**src/rtl/rl_fifo_1r1w_ctrl.sv**
```systemverilog
// rtl/rl_fifo_1r1w_ctrl.sv - FWFT FIFO controller for an external 1R1W RAM; optional sticky error flags via RL_FIFO_ERR_FLAGS_EN
module rl_fifo_1r1w_ctrl #(
  parameter int ABITS = 10,
  parameter int DBITS = 32
) (
  input  logic                 clk_i,
  input  logic                 rst_i,
  input  logic                 flush_i,
  input  logic                 push_i,
  input  logic [DBITS-1:0]     wdata_i,
  output logic                 full_o,
  output logic                 rvalid_o,
  output logic [DBITS-1:0]     rdata_o,
  input  logic                 rready_i,
  output logic [ABITS+1:0]     count_o,
  output logic [ABITS-1:0]     ram_waddr_o,
  output logic [DBITS-1:0]     ram_din_o,
  output logic                 ram_we_o,
  output logic [(DBITS+7)/8-1:0] ram_be_o,
  output logic [ABITS-1:0]     ram_raddr_o,
  output logic                 ram_re_o,
`ifdef RL_FIFO_ERR_FLAGS_EN
  output logic                 ovf_o,
  output logic                 unf_o,
`endif
  input  logic [DBITS-1:0]     ram_dout_i
);

  logic [ABITS-1:0] wptr;
  logic [ABITS-1:0] rptr;
  logic [ABITS:0]   ram_cnt;
  logic             inflight;
  logic [1:0]       ob_cnt;
  logic [DBITS-1:0] ob0;
  logic [DBITS-1:0] ob1;
  logic [ABITS+1:0] count_q;

  logic             wr;
  logic             rd;
  logic             pop;
  logic [2:0]       occ_after_pop;
  logic [1:0]       ob_cnt_n;
  logic [DBITS-1:0] ob0_n;
  logic [DBITS-1:0] ob1_n;

  // ram_cnt never exceeds DEPTH = 2**ABITS, so its MSB alone marks "RAM full"
  assign full_o   = ram_cnt[ABITS];
  assign rvalid_o = (ob_cnt != 2'd0);
  assign rdata_o  = ob0;
  assign count_o  = count_q;

  // Flush and reset both suppress any transfer so the following cycle starts clean
  assign pop = rvalid_o & rready_i & ~flush_i & ~rst_i;
  assign wr  = push_i & ~full_o & ~flush_i & ~rst_i;

  // Prefetch whenever the output buffer plus the read in flight would otherwise drop below two;
  // with an empty RAM a same-cycle write is read back through the RAM's write-first bypass
  always_comb begin
    occ_after_pop = {1'b0, ob_cnt} + {2'b00, inflight} - {2'b00, pop};
    rd = ((ram_cnt != '0) | wr) & (occ_after_pop < 3'd2) & ~flush_i & ~rst_i;
  end

  assign ram_waddr_o = wptr;
  assign ram_din_o   = wdata_i;
  assign ram_we_o    = wr;
  assign ram_be_o    = '1;
  assign ram_raddr_o = rptr;
  assign ram_re_o    = rd;

  // Output buffer next state: pop shifts the head out, then returning RAM data fills the next free slot
  always_comb begin
    ob0_n    = ob0;
    ob1_n    = ob1;
    ob_cnt_n = ob_cnt;
    if (pop) begin
      ob0_n    = ob1;
      ob_cnt_n = ob_cnt - 2'd1;
    end
    if (inflight) begin
      if (ob_cnt_n == 2'd0) begin
        ob0_n = ram_dout_i;
      end else begin
        ob1_n = ram_dout_i;
      end
      ob_cnt_n = ob_cnt_n + 2'd1;
    end
  end

  // Pointers, occupancy counters and the output buffer; flush returns everything to the reset state
  always_ff @(posedge clk_i or posedge rst_i) begin
    if (rst_i) begin
      wptr     <= '0;
      rptr     <= '0;
      ram_cnt  <= '0;
      inflight <= 1'b0;
      ob_cnt   <= 2'd0;
      ob0      <= '0;
      ob1      <= '0;
      count_q  <= '0;
    end else if (flush_i) begin
      wptr     <= '0;
      rptr     <= '0;
      ram_cnt  <= '0;
      inflight <= 1'b0;
      ob_cnt   <= 2'd0;
      ob0      <= '0;
      ob1      <= '0;
      count_q  <= '0;
    end else begin
      if (wr) begin
        wptr <= wptr + ABITS'(1);
      end
      if (rd) begin
        rptr <= rptr + ABITS'(1);
      end
      ram_cnt  <= ram_cnt + (ABITS+1)'(wr) - (ABITS+1)'(rd);
      inflight <= rd;
      ob_cnt   <= ob_cnt_n;
      ob0      <= ob0_n;
      ob1      <= ob1_n;
      count_q  <= count_q + (ABITS+2)'(wr) - (ABITS+2)'(pop);
    end
  end

`ifdef RL_FIFO_ERR_FLAGS_EN
  // Sticky overflow/underflow flags, cleared only by reset or flush
  always_ff @(posedge clk_i or posedge rst_i) begin
    if (rst_i) begin
      ovf_o <= 1'b0;
      unf_o <= 1'b0;
    end else if (flush_i) begin
      ovf_o <= 1'b0;
      unf_o <= 1'b0;
    end else begin
      if (push_i & full_o) begin
        ovf_o <= 1'b1;
      end
      if (rready_i & ~rvalid_o) begin
        unf_o <= 1'b1;
      end
    end
  end
`endif

endmodule

```
**config.mk**
```make
export PLATFORM = sky130hd
export DESIGN_NAME = rl_fifo_1r1w_ctrl
export DESIGN_NICKNAME = d
export VERILOG_FILES = /design/src/rtl/rl_fifo_1r1w_ctrl.sv
export SDC_FILE = /design/constraint.sdc
export NUM_CORES = 1
export LEC_CHECK = 0
export CAP_MARGIN = 5
export CORE_ASPECT_RATIO = 0.7
export CORE_MARGIN = 8
export CORE_UTILIZATION = 25
export DETAILED_ROUTE_END_ITERATION = 8
export GPL_TIMING_DRIVEN = 0
export RECOVER_POWER = 25
export SETUP_SLACK_MARGIN = 0.15
export SLEW_MARGIN = 30
export SYNTH_ARGS = -nofsm -noshare
export SYNTH_HDL_FRONTEND = slang
export SYNTH_SLANG_ARGS = --single-unit
```
**constraint.sdc**
```tcl
create_clock -name clk_i -period 9.9 [get_ports clk_i]
set_input_delay 1.485 -clock clk_i [delete_from_list [all_inputs] [get_ports clk_i]]
set_output_delay 1.485 -clock clk_i [all_outputs]
set_load 0.1 [all_outputs]
```
**Word-level counts from Yosys, hierarchy flattened**

Index checks and enable logic that the tools add are counted.

- Bits in registers: 110
- Word-level logic and storage cells: 57
- Input bits: 69
- Output and inout bits: 104

- Magnitude comparators: 1
- Mux-type cells: 17
- Reductions and logical operators: 7
- Equality and inequality tests: 1
- Add/subtract/negate cells: 10
- Bitwise operators: 13

Operators by type and width:

| cell | number |
|---|---|
| $mux W32 | 7 |
| $mux W10 | 4 |
| $add A10 B1 Y10 const B | 2 |
| $add A12 B1 Y12 | 1 |
| $mux W12 | 1 |
| $sub A12 B1 Y12 | 1 |
| $add A11 B1 Y11 | 1 |
| $mux W11 | 1 |
| $reduce_bool A11 Y1 | 1 |
| $sub A11 B1 Y11 | 1 |
| $and A1 B1 Y1 | 9 |
| $reduce_bool A2 Y1 | 4 |
| $mux W2 | 3 |
| $add A2 B1 Y3 | 1 |
| $lt A3 B2 Y1 const B | 1 |
| $not A1 Y1 | 3 |
| $sub A3 B1 Y3 | 1 |
| $add A2 B1 Y2 const B | 1 |
| $logic_not A2 Y1 | 1 |
| $ne A2 B2 Y1 const B | 1 |
| $reduce_and A2 Y1 | 1 |
| $sub A2 B1 Y2 const B | 1 |
| $mux W1 | 1 |
| $or A1 B1 Y1 | 1 |

**Logic depth before layout (Yosys ltp)**

- Word-level depth: 11
- Mapped depth: 24
- Depth with buffers taken out: 21

**Worst setup path before layout**

OpenSTA, ideal clock, no wires.

- Path type: input port to flip-flop
- Start point: input flush_i
- End point: register ram_cnt[10]
- Path slack: 3681 ps
- Stages on the path: 23
- Data required time: 9765 ps
- Library setup time: 135 ps
- Arrival time: 6084 ps
- Cell sequence: buf_6 nor4b_4 buf_6 buf_12 ha_1 inv_1 ha_1 inv_1 fa_1 xnor2_1 o2111ai_4 buf_2 inv_1 ha_1 inv_1 ha_1 inv_1 fa_1 nand2b_1 a221oi_1 o21ai_0 a21oi_1 nor3b_1

- Word-level cells in the longest chain between the ends: 10

Ends and longest elaborated chain:

| element | line | RTL |
|---|---|---|
| from (decl) | 8 | `input logic flush_i,` |
| $not A1 Y1 (*) | 53, 54, 60 |  |
| $and A1 B1 Y1 (2 in series) | 53 | `assign pop = rvalid_o & rready_i & ~flush_i & ~rst_i;` |
| $sub A3 B1 Y3 | 59 | `occ_after_pop = {1'b0, ob_cnt} + {2'b00, inflight} - {2'b00, pop};` |
| $lt A3 B2 Y1 | 60 | `rd = ((ram_cnt != '0) \| wr) & (occ_after_pop < 3'd2) & ~flush_i & ~rst_i;` |
| $and A1 B1 Y1 | 60 |  |
| $and A1 B1 Y1 (*) (2 in series) | 60 |  |
| named net ram_re_o | 21 | `output logic ram_re_o,` |
| $sub A11 B1 Y11 (*) | 116 | `ram_cnt <= ram_cnt + (ABITS+1)'(wr) - (ABITS+1)'(rd);` |
| $mux W11 (*) | 100 | `end else if (flush_i) begin` |
| to (signal assigned) | 116 |  |
| to (decl) | 31 | `logic [ABITS:0] ram_cnt;` |

The timed path passes the listed nets; every way through them passes the cells marked *.
A chain may end at the register's enable or synchronous reset.

**Worst setup path after layout**

- Start point: input rst_i
- End point: output ram_re_o

- Word-level cells in the longest chain between the ends: 7

Ends and longest elaborated chain:

| element | line | RTL |
|---|---|---|
| from (decl) | 7 | `input logic rst_i,` |
| $not A1 Y1 (*) | 53, 54, 60 |  |
| $and A1 B1 Y1 | 53 |  |
| $sub A3 B1 Y3 | 59 |  |
| $lt A3 B2 Y1 | 60 |  |
| $and A1 B1 Y1 (2 in series) | 60 |  |
| $and A1 B1 Y1 (*) | 60 |  |
| to (decl) | 21 |  |

Mark *: on every way between the ends. The rest lies on a longest branch, timed or not.

==> run_results.csv <==
group,metric,value,unit
yosys,seq_area_frac_synth,0.449,
timing,tightest_slew,3.41,ns
floorplanning,core,0.0244,sq mm
worst_setup_path,path_depth,14,
worst_setup_path,r2r-start,"ob_cnt[1]$_DFF_PP0_",
clock_tree,cts_root_buf,"clkbuf_16",
global_route,met1_usage,0.160,
worst_setup_path,endpoint_kind,"output pin",
timing,rsz0062_at_grt,"no",
placed_design,place.gp.congestion,0.777,
clock_tree,numCtsBuffers,9,
timing,relSlewSlack,-1.27,
floorplanning,fp-row-count,48,
timing,hold_viol_final,0,
global_route,grt_pass1_vias,4905,
timing,setup_tns,0,ns
outcome,violations,"max-capacitance violations, max-slew violations",
power,max-vdd-ir-drop,0.185,mV
power,power.density,292,mW/mm^2
clock_tree,ctsHtreeMaxLevel,3,
timing,clock_skew,0.0162,ns
finish,drive_gt1_frac,0.0991,
clock_tree,cts_tree,"built",
worst_setup_path,required,8.42,ns
worst_setup_path,cp-start-kind,"primary input",
worst_setup_path,reg2reg_depth,24,
global_route,grt-ovfl-total,0,
timing,drv_slew,113,
drt,wl,17200,um
clock_tree,clkSlewWorstSetupHoldPaths,0.07,ns
global_route,use_met3,0.0273,
yosys,ys_ff_latch,110,
worst_setup_path,reg2reg_setup_slack,4.71,ns
worst_setup_path,worst-path-max-fanout,11,
floorplanning,initial_utilization,0.251,
yosys,synth-edff-count,0,
timing,finalCritPeriodShare,0.724,
yosys,synthDistinctLibCells,53,
worst_setup_path,crit_path_start,"rst_i",
clock_tree,cts_resized,0,
clock_tree,post_cts_buffers,0,
clock_tree,holdBufCountCts,0,
drt,antenna_left,0,
worst_setup_path,cp_slowest_stage_delay,1.16,ns
yosys,synth_cells,593,
drt,dr.pass1.iters,4,
worst_setup_path,path_cells,"dlygate4sd3_1 -> nor4b_4 -> buf_6 -> buf_12 -> ha_1 -> inv_1 -> ha_1 -> inv_1 -> fa_1 -> xnor2_1 -> o2111ai_4 -> buf_2 -> inv_1 -> clkdlybuf4s50_1",
yosys,yosysWarnings,0,
drt,routed_via_density,4.49,
worst_setup_path,cp_data_arrival_time,5.69,ns
clock_tree,clockBufferDepth,2,
worst_setup_path,setup.worst_path.class,"primary input to output pin",
global_route,top_usage_layer,"met2",
worst_setup_path,r2r_end,"ram_cnt[10]$_DFF_PP0_",
finish,n_antenna_cell,0,
placed_design,dp_hpwl,12700,um
global_route,grt_start_max_net_pins,63,
placed_design,portBuffers,135,
timing,max_freq,139,MHz
worst_setup_path,path_buf_inv,8,
outcome,status,"finished with violations",
clock_tree,clk_latency,0.37,ns
global_route,use_met2,0.181,
worst_setup_path,crit_family,"buffers and inverters",
drt,drtIter0Drc,241,
finish,syn_to_final_growth,33.2,%
timing,fin_worst_hold_slack,0.510,ns
timing,finalCriticalPeriod,7.17,ns
worst_hold_path,holdCritPathClass,"flop to flop",
placed_design,postPlaceCellArea,0.00792,sq mm
floorplanning,die_x,203,um
global_route,gr-usage-all-layers,0.117,
global_route,antenna_found_initial,0,
drt,num_vias,4808,
worst_setup_path,critPathCapture,"ram_re_o",
worst_setup_path,timing.critical_path.mode_cell,"inv_1",
yosys,syn_area,0.00612,sq mm
power,finalPower,2380,uW
floorplanning,dieArea,0.0298,sq mm
drt,post-route-drc-count,0,
floorplanning,die_y,147,um
power,p_leak,0.00354,uW
job,maxCapViolCount,2,
yosys,synth_flop_cell,"dfrtp_1",
finish,fin_util,0.335,
floorplanning,ios,173,
clock_tree,clock_sinks,110,
finish,finalNetCount,848,
timing,finalSetupViolCount,0,
drt,wire_per_inst,16.0,um
yosys,postSynthAreaPerCell,10.3,sq um
worst_setup_path,critical-path-slowest-cell,"clkdlybuf4s50_1",
global_route,grt_pass1_wl,28000,um
yosys,async_flop_share,1.00,
finish,design_area,0.00816,sq mm
-- power breakdown --
group	internal [uW]	switching (uW)	total (uW)
Sequential	543	65.2	608
Combinational	433	986	1420
Clock	172	183	354
Total	1150	1230	2380
-- stage by stage --
stage | setup WS [ns] | cells
global route | 2.34 | 1072
CTS | 2.64 | 1072
global placement | 2.77 | 1056
detailed placement | 2.65 | 1057
finish | 2.73 | 1072
floorplan | 3.68 | 596
-- layout by cell type (no fill, tap or decap), drive strengths merged, types with 8 or more instances in the layout --
cell type / instances
nor2: 74
xor2: 15
inv: 40
a211oi: 38
dfrtp: 110
clkbuf: 28
clkdlybuf4s50: 132
mux2i: 33
o21ai: 23
nor2b: 8
ha: 33
nand2: 17
a22o: 32
buf: 48
a21oi: 21
-- metal layers --
metal,vias up,share of wire
met5,-,0
met4,0,0.012
met3,12,0.046
met2,87,0.46
met1,2363,0.48
li1,2346,-
-- worst min-delay path by stage --
stage	from	endpoint	depth (start not counted)
3_5_place_dp	ob1[8]$_DFFE_PP0P_	ob1[8]$_DFFE_PP0P_	1
2_1_floorplan	ob1[0]$_DFFE_PP0P_	ob1[0]$_DFFE_PP0P_	1
6_report	ob1[2]$_DFFE_PP0P_	ob1[2]$_DFFE_PP0P_	1
4_1_cts	ob1[11]$_DFFE_PP0P_	ob1[11]$_DFFE_PP0P_	1
5_1_grt	ob1[15]$_DFFE_PP0P_	ob1[15]$_DFFE_PP0P_	1
3_3_place_gp	ob1[22]$_DFFE_PP0P_	ob1[22]$_DFFE_PP0P_	1
-- cell type report --
cell class / count / area [sq um]
plain buffers: 64 / 445
fillers: 2515 / 16200
flip-flops and latches: 110 / 2750
multi-input cells: 383 / 2790
clock buffers: 9 / 225
clock inverters: 6 / 46.3
inverters: 39 / 148
repair buffers: 136 / 1350
well taps: 325 / 407
-- registers in the layout, summed over array words and instances (netlist names) --
register	count
ob1	32
rdata_o	32
count_o	12
ram_cnt	11
ram_raddr_o	10
ram_waddr_o	10
ob_cnt	2
inflight	1
-- kinds of logic (layout without fill, tap and decap cells) --
group,count (synthesis),in the layout,synth area share
XOR/XNOR,21,21,0.0300
AND/OR/NAND/NOR,150,150,0.126
AO/OA/AOI/OAI,136,136,0.161
other,1,4,0.000612
flip-flops,110,110,0.449
buffers and inverters,103,254,0.0966
multiplexers,36,36,0.0594
adder cells (fa/ha/maj),36,36,0.0772
-- Yosys cell counts (2+ instances only) --
library cell	count	area, sq um
nand3_1	7	35.0
nor2_1	73	274
a21oi_1	21	105
ha_1	33	413
dfrtp_1	110	2750
clkbuf_1	18	67.6
a21o_1	6	45.0
nor2b_1	8	50.1
o21ai_0	19	95.1
mux2_2	3	33.8
o21bai_1	3	22.5
a31oi_1	2	12.5
fa_1	3	60.1
inv_1	38	143
a211oi_1	38	285
nand3b_1	3	22.5
and4_1	2	17.5
buf_4	36	270
buf_6	2	22.5
nor3_1	7	35.0
o21ai_1	4	20.0
mux2i_1	33	330
nand4_1	5	31.3
xor2_1	15	131
a211o_1	3	26.3
a22o_1	32	280
nor3b_1	4	30.0
o31ai_1	2	15.0
nand2_1	17	63.8
buf_12	3	60.1
nand2b_1	7	43.8
nand4bb_1	2	22.5
and2b_1	2	15.0
and3_1	4	25.0
buf_2	5	25.0
xnor2_1	6	52.6
Note: power is estimated with default switching activity, not from simulation.
